<file path="config.mk">
export PLATFORM = sky130hd
export DESIGN_NAME = mem_arbiter_ctrl
export DESIGN_NICKNAME = d
export VERILOG_FILES = /design/src/rtl/mem_arb_pkg.sv /design/src/rtl/mem_arbiter_ctrl_rr_arbiter2.sv /design/src/rtl/mem_arbiter_ctrl.sv
export SDC_FILE = /design/constraint.sdc
export NUM_CORES = 1
export LEC_CHECK = 0
export BUFFER_PORTS_ARGS = -buffer_cell sky130_fd_sc_hd__buf_2
export CORE_ASPECT_RATIO = 0.6
export CORE_MARGIN = 5
export CORE_UTILIZATION = 30
export DETAILED_ROUTE_END_ITERATION = 12
export MAX_ROUTING_LAYER = met4
export PLACE_DENSITY = 0.63
export SETUP_SLACK_MARGIN = 0.05
export SYNTH_ARGS = -nofsm -noshare
export SYNTH_HDL_FRONTEND = slang
export SYNTH_SLANG_ARGS = --single-unit
</file>
<file path="constraint.sdc">
create_clock -name clk -period 1.6 [get_ports clk]
set_input_delay 0.16 -clock clk [delete_from_list [all_inputs] [get_ports clk]]
set_output_delay 0.16 -clock clk [all_outputs]
set_load 0.01 [all_outputs]
</file>
<file path="src/rtl/mem_arb_pkg.sv">
// Shared definitions for the two-requester word-memory arbiter.
// Optional feature macro: MEM_ARB_RR_EN (round-robin arbitration).
package mem_arb_pkg;

  localparam int DATA_W = 16;
  localparam int ADDR_W = 2;
  localparam int WORDS  = 2 ** ADDR_W;

  // Controller states; 2'b11 is unused and recovers to IDLE.
  typedef enum logic [1:0] {
    IDLE   = 2'b00,
    ACCESS = 2'b01,
    RESP   = 2'b10
  } state_t;

  // Requester indices into the req/gnt/done vectors.
  localparam int REQ0 = 0;
  localparam int REQ1 = 1;

endpackage

</file>
<file path="src/rtl/mem_arbiter_ctrl_rr_arbiter2.sv">
// Two-way arbiter producing a one-hot winner.
// With MEM_ARB_RR_EN defined it keeps a pointer to the last winner and
// favours the other requester on a tie; otherwise requester 0 always wins.
module rr_arbiter2
  import mem_arb_pkg::*;
(
  input  logic       clk,
  input  logic       reset,
  input  logic [1:0] req,
  input  logic       advance,
  output logic [1:0] win
);

`ifdef MEM_ARB_RR_EN
  // Index of the requester granted most recently; reset to 1 so 0 goes first.
  logic last_q;

  // Pick the winner: on a tie the requester not granted last wins.
  always_comb begin
    win = '0;
    if (req[REQ0] && req[REQ1]) begin
      if (last_q) win[REQ0] = 1'b1;
      else        win[REQ1] = 1'b1;
    end else if (req[REQ0]) begin
      win[REQ0] = 1'b1;
    end else if (req[REQ1]) begin
      win[REQ1] = 1'b1;
    end
  end

  // Move the pointer to the requester that just received the grant.
  always_ff @(posedge clk or posedge reset) begin
    if (reset) begin
      last_q <= 1'b1;
    end else if (advance && (|req)) begin
      last_q <= win[REQ1];
    end
  end
`else
  // Fixed priority: requester 0 wins any tie, no state is kept.
  always_comb begin
    win = '0;
    if (req[REQ0])      win[REQ0] = 1'b1;
    else if (req[REQ1]) win[REQ1] = 1'b1;
  end

  // Clock, reset and advance only matter for the round-robin pointer.
  logic unused_inputs;
  assign unused_inputs = ^{clk, reset, advance};
`endif

endmodule

</file>
<file path="src/rtl/mem_arbiter_ctrl.sv">
// Arbitrated access controller for a 4-word JK-cell memory shared by two
// requesters. Each transaction is IDLE -> ACCESS -> RESP, one cycle each.
// Optional feature macro: MEM_ARB_RR_EN (round-robin instead of fixed
// priority, implemented inside rr_arbiter2).
module mem_arbiter_ctrl #(
  parameter int DATA_W = 16,
  parameter int ADDR_W = 2
) (
  input  logic                 clk,
  input  logic                 reset,
  input  logic                 req0,
  input  logic                 req1,
  input  logic                 rw0,
  input  logic                 rw1,
  input  logic [ADDR_W-1:0]    addr0,
  input  logic [ADDR_W-1:0]    addr1,
  input  logic [DATA_W-1:0]    wdata0,
  input  logic [DATA_W-1:0]    wdata1,
  output logic [1:0]           gnt,
  output logic [1:0]           done,
  output logic [DATA_W-1:0]    rdata,
  output logic [2**ADDR_W-1:0] mem_add,
  output logic                 mem_rw,
  output logic [DATA_W-1:0]    mem_wdata,
  input  logic [DATA_W-1:0]    mem_rdata
);
  import mem_arb_pkg::*;

  localparam int WORDS = 2 ** ADDR_W;

  localparam logic [1:0] S_IDLE   = IDLE;
  localparam logic [1:0] S_ACCESS = ACCESS;
  localparam logic [1:0] S_RESP   = RESP;

  logic [1:0]        state;
  logic [1:0]        req;
  logic [1:0]        win;
  logic              advance;
  logic              rw_q;
  logic [ADDR_W-1:0] addr_q;
  logic [DATA_W-1:0] wdata_q;

  assign req     = {req1, req0};
  assign advance = (state == S_IDLE);

  rr_arbiter2 u_arb (
    .clk     (clk),
    .reset   (reset),
    .req     (req),
    .advance (advance),
    .win     (win)
  );

  // Sequence one transaction: latch the winner's request, access, respond.
  always_ff @(posedge clk or posedge reset) begin
    if (reset) begin
      state   <= S_IDLE;
      gnt     <= '0;
      done    <= '0;
      rdata   <= '0;
      rw_q    <= 1'b0;
      addr_q  <= '0;
      wdata_q <= '0;
    end else begin
      case (state)
        S_IDLE: begin
          done <= '0;
          if (|req) begin
            gnt     <= win;
            rw_q    <= win[REQ1] ? rw1    : rw0;
            addr_q  <= win[REQ1] ? addr1  : addr0;
            wdata_q <= win[REQ1] ? wdata1 : wdata0;
            state   <= S_ACCESS;
          end
        end
        S_ACCESS: begin
          // After a write the response data mirrors what was stored.
          rdata <= rw_q ? wdata_q : mem_rdata;
          done  <= gnt;
          state <= S_RESP;
        end
        S_RESP: begin
          done  <= '0;
          gnt   <= '0;
          state <= S_IDLE;
        end
        default: begin
          done  <= '0;
          gnt   <= '0;
          state <= S_IDLE;
        end
      endcase
    end
  end

  // Memory strobes derive from state so an asynchronous reset kills them at once.
  always_comb begin
    mem_add = '0;
    mem_rw  = 1'b0;
    if (state == S_ACCESS) begin
      mem_add[addr_q] = 1'b1;
      mem_rw          = rw_q;
    end
  end

  assign mem_wdata = wdata_q;

  // WORDS documents the select width; tie it off for lint cleanliness.
  logic unused_words;
  assign unused_words = (WORDS == 0);

endmodule

</file>
==> results.md, run 1 <==
- Flop pwr share: 38.9%
- Drt first pass iters: 4
- Internal power: 3.10 mW
- Vias per inst: 4.37
- Clock buffer depth: 2
- Switching share of power: 36.9%
- Hold crit path type: input port to flop
- # rows: 23
- Fin util: 41.4%
- Sum of negative setup slack: 0 ns
- CP Cell Sequence: buf_4, nor3_2, buf_4, mux2_2
- Status: finished clean
- Crit path max-delay family: buffers and inverters
- Min-delay src: mem_rdata[12]
- Most used DFF post-synth: dfrtp_1
- Num Clock Sinks: 41
- Vias in the first global route: 1573
- Hold Crit Depth: 3
- Worst R2R End: addr_q[1]
- Routed Antenna Nets: 0
- Vias: 1520
- Tightest Pin Transition: 0.421 ns
- TritonCTS clock tree: yes
- Fill cells: 643
- Final GP Congestion: 0.706
- Total CTS buffers: 5
- Initial antenna violation count: 0
- NetSw: 1.81 mW
- Final Hold Viols: 0
- Setup violations, final: 0
- Hpwl dp: 3860 um
- Critical path launch point type: flop
- CP max stage delay: 0.38 ns
- Crit end category: flop
- Final worst-path cycle share: 91.1%
- Worst-path clk slew: 0.08 ns
- DRC viols: 0
- Most common cell in the netlist: dfrtp_1
- Bufs and invs on worst path: 2
- Share of cells above drive strength 1: 59.4%
- GRT overflow: 0
- Global-route wire length before repair: 7770 um
- Mapped cell area: 2010 sq um
- Root Driver: clkbuf_8
- Sequential share of the synthesized area: 51.1%
- Top cell type's share of synthesized area: 51.1%
- Synth area leader: dfrtp_1
- MaxCap Viol Count: 0
- Relative slew slack: 71.9%
- Wire per inst: 14.1 um
- Clk_skew: 0.00421 ns
- Critical Setup Path Class: flop to flop
- Syn Nets: 215
- Final nets: 319
- Post-Syn Instances: 157
- Yosys warns: 0
- WP depth: 4
- Io pins: 99
- Iteration-0 DRC Markers: 47
- Total power: 4.91 mW
- Initial Util: 30.5%
- Clock share of power: 13.7%
- Worst EP arrival: 1.63 ns
- Die area: 8480 sq um
- Die Width: 116 um
- Final wirelength: 4900 um
- Crit-path max FO: 13
- Main area contributors after synthesis: dfrtp_1, mux2_4, mux2_2
- Ant. Diodes: 0
- Synth unique cells: 22
- FF-to-FF setup slack: 0.14 ns
- RSZ-0062 raised after global routing: false
- Register-to-Register Path Depth: 4
- CORE AREA: 6590 sq um
- Critical path's slowest cell: dfrtp_1
- Largest net degree at the start of global routing: 24
- Static leakage: 1.45 nW
- EDFF count, synth: 0
- Number of synthesized register bits: 41
- Pwr dens: 1800 nW/um^2
- Final Max Tran Viols: 0
- Endpoint, Worst Hold: rdata[12]
- Commonest cells post-synth: dfrtp_1, mux2_4, mux2_2, nand2_1
- Area Overhead vs Synth: 35.8%
- Syn avg cell area: 12.8 sq um
- Async SR Flop Fraction: 100%
- Combinational share of power: 47.4%
- Clk_lat worst skew: 0.28 ns
- Required time of the critical path: 1.77 ns
- Peak VDD IR: 0.655 mV
- H-Tree Depth: 2
- CP most frequent cell: buf_4
- Die Y: 73.4 um
- Number of port buffers: 98
- Crit path time final: 1.46 ns
- FF-to-FF Start: state[1]
- All-Layer GR Usage: 12.1%
- F_max: 686 MHz
==> cells in the final DEF (no fill, tap or decap) <==
cell and n:
buf_4 6, mux2i_1 16, nor3_1 1, buf_12 1, clkbuf_1 1, inv_1 2, nor2b_1 1, and3_1 1
a21oi_1 1, nor3_2 1, dlygate4sd3_1 1, or2b_1 1, clkbuf_8 6, a211oi_1 1, nor3b_1 1, nor2_1 4
nand2b_4 2, nand2_1 17, inv_2 1, mux2_2 18, buf_6 1, dfrtp_2 1, o21ai_0 16, dfrtp_1 40
buf_2 98, and2_1 2, mux2_4 20
==> worst max-delay path by stage <==
stage | slack, ns | to | from
3_5_place_dp | 0.21 | mem_wdata[15] | req0
6_report | 0.14 | addr_q[1] | state[1]
4_1_cts | 0.07 | mem_add[0] | state[1]
5_1_grt | 0.06 | mem_add[0] | state[1]
3_3_place_gp | 0.24 | mem_wdata[12] | req0
2_1_floorplan | 0.22 | mem_add[1] | state[1]
==> routing by layer <==
layer,GRT usage [%],wire [um]
met5,-,0
met2,17.3,2110
met1,16.8,2400
met3,3.95,370
met4,2.32,17
==> metrics by stage <==
stage,setup slack [ns],area (sq um),hold WS (ns),cells
finish,0.142,2730,0.158,348
global route,0.0577,2730,0.163,348
CTS,0.0706,2720,0.156,347
detailed placement,0.210,2610,0.185,339
global placement,0.243,2610,0.191,339
floorplan,0.221,2010,0.356,157
==> power groups by stage <==
stage,clock (mW),sequential (mW),combinational [mW]
after global routing,0.742,1.98,2.58
after global placement,0,1.91,2.28
after floorplan,0,2.07,1.25
after CTS,0.705,1.91,2.36
final,0.673,1.91,2.33
after detailed placement,0,1.92,2.34
==> kinds of logic (layout without fill, tap and decap cells) <==
group                  count (synthesis)  after routing  synth area share [%]
buffers and inverters                 13            117                  3.86
AO/OA/AOI/OAI                         18             18                  4.61
AND/OR/NAND/NOR                       31             31                  7.41
multiplexers                          54             54                  33.0
flip-flops                            41             41                  51.1
==> worst reg2reg max path: stages (launching register included) <==
cell and delay [ns]:
dfrtp_1 0.38, buf_4 0.14, nor3_2 0.19, buf_4 0.27
mux2_2 0.36
==> registers in the layout, indices dropped and copies added (netlist names) <==
register	cells
state	2
done	2
mem_wdata	16
rdata	16
gnt	2
addr_q	2
rw_q	1
==> layout make-up <==
cell class | instances | area, sq um | share of cell area [%]
flip-flops and latches | 41 | 1030 | 37.7
multi-input cells | 103 | 917 | 33.6
repair buffers | 107 | 577 | 21.1
well taps | 87 | 109 | 3.99
clock buffers | 7 | 86.3 | 3.17
inverters | 3 | 11.3 | 0.413
==> timing repair <==
item | 4_1_cts | 5_1_grt
endpoints found under the hold margin | 18 | 0
hold buffers | 1 | 0
setup buffers | 0 | 1
gates resized for setup | 3 | 1
endpoints found under the setup margin | 4 | 2
No activity file was read; power rests on OpenSTA's default activity.
==> inputs of run 2 (changes only) <==
CAP_MARGIN = 20   (was default)
CTS_BUF_LIST = sky130_fd_sc_hd__clkbuf_2   (was default)
SKIP_LAST_GASP = 1   (was default)
==> results.md, run 2 (synthesized netlist as in run 1, its figures left out) <==
- Status: finished clean
- Die area: 8480 sq um
- Crit-path max FO: 5
- Clk_skew: 0.0135 ns
- Min-delay src: mem_rdata[12]
- Iteration-0 DRC Markers: 49
- Total power: 4.84 mW
- CP max stage delay: 0.43 ns
- Endpoint, Worst Hold: rdata[12]
- Crit path time final: 1.52 ns
- FF-to-FF Start: state[0]
- Pwr dens: 1760 nW/um^2
- Static leakage: 1.47 nW
- Most frequent cells in the layout: buf_2, dfrtp_1, mux2_4
- Vias per inst: 4.39
- Vias: 1554
- Io pins: 99
- Final Hold Viols: 0
- RSZ-0062 raised after global routing: true
- Initial antenna violation count: 0
- Required time of the critical path: 1.44 ns
- Critical path's slowest cell: dfrtp_1
- Clock buffer depth: 2
- H-Tree Depth: 2
- Largest net degree at the start of global routing: 24
- Die Width: 116 um
- Post-route worst setup slack: 0.0782 ns
- Share of cells above drive strength 1: 61.4%
- Final instance area: 2760 sq um
- Met3 Usage GRT: 3.95%
- Crit end category: output pin
- F_max: 657 MHz
- GRT overflow: 0
- Die Y: 73.4 um
- Dpl ws: 0.210 ns
- Clk_lat worst skew: 0.37 ns
- Met2 GRT Util: 17.8%
- Placed cell areas: 2610 sq um
- Final worst-path cycle share: 95.1%
- Final wirelength: 4930 um
- Commonest non-fill, non-tap cell in the layout: buf_2
- Drt first pass iters: 4
- Area occupied by multi-input gates: 931 sq um
- Initial Util: 30.5%
- Vias in the first global route: 1603
- CP Cell Sequence: nand2b_4, buf_12, nor3_4, buf_2
- Num Clock Sinks: 41
- Critical Setup Path Class: flop to output pin
- Final Max Tran Viols: 0
- Peak VDD IR: 0.629 mV
- Sum of negative setup slack: 0 ns
- Hold Crit Depth: 3
- Global-route wire length before repair: 7880 um
- Final nets: 325
- All-Layer GR Usage: 12.3%
- GR Layer Usage met1: 16.9%
- Fin util: 41.8%
- Hpwl dp: 3860 um
- Worst R2R End: rw_q
- TritonCTS clock tree: yes
- Critical path launch point type: flop
- Final GP Congestion: 0.706
- Hold crit path type: input port to flop
- Number of port buffers: 98
- Routed Antenna Nets: 0
- Wire per inst: 13.9 um
- Register area: 1030 sq um
- MaxCap Viol Count: 0
- Worst EP arrival: 1.36 ns
- Relative slew slack: 72.2%
- Fill cells: 643
- CORE AREA: 6590 sq um
- FF-to-FF setup slack: 0.11 ns
- DRC viols: 0
- Ant. Diodes: 0
- Area Overhead vs Synth: 37.2%
- Worst-path clk slew: 0.20 ns
- Tightest Pin Transition: 0.417 ns
- Setup violations, final: 0
- Total CTS buffers: 5
- Register-to-Register Path Depth: 4
- Root Driver: clkbuf_2
- # rows: 23
- Most Used Layer, Global Route: met2
[run 2: changes by cell type in the layout (fill, tap and decap cells not counted), sizes merged]
| cell | delta |
|---|---|
| buf | +6 |
| clkbuf | -1 |
| clkinv | +1 |
[run 2: repair_timing]
item	4_1_cts	5_1_grt
pin swaps	0	0
setup buffers	5	2
hold buffers	1	0
endpoints found under the setup margin	5	13
endpoints found under the hold margin	18	0
resized for setup	9	4
[run 2: how the worst max path moves through the flow]
stage | startpoint | endpoint | depth (start not counted)
6_report | state[1] | mem_add[0] | 4
5_1_grt | state[1] | mem_add[0] | 4
4_1_cts | state[1] | mem_add[0] | 4
3_5_place_dp | req0 | mem_wdata[15] | 4
3_3_place_gp | req0 | mem_wdata[12] | 4
2_1_floorplan | state[1] | mem_add[1] | 4
[run 2: layer usage]
layer	wire, um	vias to the layer above
met5	0	-
met4	17	0
met3	389	2
met2	2160	55
met1	2360	738
li1	-	759
[run 2: power by group]
part / switching, mW / internal (mW) / leakage [nW] / total [mW]
logic: 1.18 / 1.34 / 0.947 / 2.52
clock network: 0.312 / 0.102 / 0.0265 / 0.415
registers: 0.359 / 1.54 / 0.495 / 1.90
total: 1.85 / 2.99 / 1.47 / 4.84
[run 2: area by class of cell]
class / instances / area share, %
Clock inverter: 1 / 0.136
Sequential cell: 41 / 37.3
Clock buffer: 6 / 1.09
Multi-Input combinational cell: 103 / 33.8
Inverter: 3 / 0.500
Timing Repair Buffer: 113 / 23.3
Tap cell: 87 / 3.95
[run 2: per-stage QoR]
step	hold slack, ns	cells
final	0.0547	354
after global routing	0.0166	354
after CTS	0.0199	352
after detailed placement	0.185	339
after global placement	0.191	339
after floorplan	0.356	157
[run 2: critical path, delay by kind of cell, from the launching register on]
| family | cells | cell delay (ns) |
|---|---|---|
| buffers and inverters | 2 | 0.29 |
| DFF | 1 | 0.43 |
| and+or+nand+nor | 2 | 0.28 |
==> inputs of run 3 (changes only) <==
CORE_UTILIZATION = 47   (was 30)
PLACE_DENSITY = 0.89   (was 0.63)
==> results.md, run 3 (synthesized netlist as in run 1, its figures left out) <==
- Status: finished clean
- Final nets: 320
- Hold_ws: 0.0501 ns
- TritonCTS clock tree: yes
- Fill cells: 347
- Switching share of power: 38.5%
- Area occupied by multi-input gates: 930 sq um
- Combinational share of power: 50.9%
- Io pins: 99
- GRT overflow: 0
- Required time of the critical path: 1.44 ns
- Final Max Tran Viols: 0
- Register area: 1030 sq um
- Initial antenna violation count: 0
- Area Overhead vs Synth: 32.9%
- Hpwl dp: 3600 um
- Final instance area: 2670 sq um
- Final wirelength: 4640 um
- F_max: 658 MHz
- # rows: 18
- Vias per inst: 4.86
- Clk_skew: 0.0188 ns
- Critical Setup Path Class: flop to output pin
- Crit-path max FO: 4
- Clk_lat worst skew: 0.38 ns
- DRC viols: 0
- Share of cells above drive strength 1: 61.1%
- Peak VDD IR: 0.972 mV
- Global-route wire length before repair: 7510 um
- Crit path max-delay family: flip-flops
- Setup violations, final: 0
- Flop pwr share: 40.4%
- Routed Antenna Nets: 0
- Relative slew slack: 51.2%
- Critical path launch point type: flop
- Final worst-path cycle share: 95.0%
- Ant. Diodes: 0
- Root Driver: clkbuf_2
- Initial Util: 48.7%
- Dpl ws: 0.215 ns
- H-Tree Depth: 2
- Wire per inst: 14.4 um
- All-Layer GR Usage: 17.9%
- Commonest non-fill, non-tap cell in the layout: buf_2
- Hold crit path type: input port to flop
- RSZ-0062 raised after global routing: true
- Clock buffer depth: 2
- Final Hold Viols: 0
- NetSw: 1.81 mW
- CP Cell Sequence: nand2b_4, buf_8, nor3_2, buf_2
- Most frequent cells in the layout: buf_2, dfrtp_1, mux2_4
- Tightest Pin Transition: 0.728 ns
- Die Width: 94.4 um
- Drt first pass iters: 4
- Iteration-0 DRC Markers: 27
- Post-route worst setup slack: 0.0795 ns
- Placed cell areas: 2560 sq um
- Vias: 1564
- Clock share of power: 8.7%
- Internal power: 2.90 mW
- Die Y: 60.6 um
- MaxCap Viol Count: 0
- Vias in the first global route: 1674
- Crit path time final: 1.52 ns
- CP max stage delay: 0.42 ns
- Total CTS buffers: 5
- Largest net degree at the start of global routing: 22
- FF-to-FF setup slack: 0.13 ns
- Bufs and invs on worst path: 2
- Static leakage: 1.43 nW
- Critical path's slowest cell: dfrtp_1
- Crit end category: output pin
- Num Clock Sinks: 41
- Worst-path clk slew: 0.19 ns
- Die area: 5720 sq um
- CORE AREA: 4120 sq um
- Final GP Congestion: 0.732
- Number of port buffers: 98
- Pwr dens: 1770 nW/um^2
- Worst EP arrival: 1.36 ns
- Sum of negative setup slack: 0 ns
[run 3: power by group through the flow]
stage | registers, mW | logic (mW) | clock network, mW
finish | 1.91 | 2.40 | 0.409
global route | 1.97 | 2.61 | 0.482
CTS | 1.89 | 2.37 | 0.425
detailed placement | 1.91 | 2.30 | 0
global placement | 1.89 | 2.22 | 0
floorplan | 2.07 | 1.25 | 0
[run 3: worst reg2reg max path, cell delays in order (launching register included)]
cell	delay (ns)
dfrtp_1	0.42
buf_4	0.15
nor3_2	0.22
buf_4	0.23
mux2_2	0.35
[run 3: cell type report]
class | count | share of cell area [%]
flip-flops and latches | 41 | 38.5
multi-input cells | 103 | 34.8
repair buffers | 108 | 22.1
well taps | 60 | 2.81
clock buffers | 6 | 1.13
inverters | 3 | 0.516
clock inverters | 1 | 0.141
[run 3: routing by layer]
metal  wire length (um)  share of wire (%)  global-route usage [%]  vias to the layer above
li1                   -                  -                       -                      754
met1               2070                 45                    21.8                      740
met2               2150                 46                    29.1                       62
met3                359                7.7                    5.20                        8
met4                 59                1.3                    6.17                        0
met5                  0                  0                       -                        -
[run 3: timing repair]
action	CTS	global route
endpoints found under the hold margin	19	0
pin swaps	0	1
endpoints found under the setup margin	5	13
setup buffers	2	0
hold buffers	1	0
resized for setup	5	8
[run 3: worst paths after layout]
kind	from	to	cells past startpoint
min	mem_rdata[10]	rdata[10]	3
min reg2reg	rdata[14]	rdata[14]	2
min in group asynchronous	reset	rdata[6]	3
max	state[1]	mem_add[0]	4
max in group asynchronous	reset	rdata[3]	4
max reg2reg	state[1]	rw_q	4
[run 3: through the flow]
stage	power, mW	util (%)	instances
floorplan	3.32	-	157
global placement	4.12	62.2	312
detailed placement	4.21	62.2	312
CTS	4.69	64.1	322
global route	5.07	64.8	322
finish	4.71	64.8	322
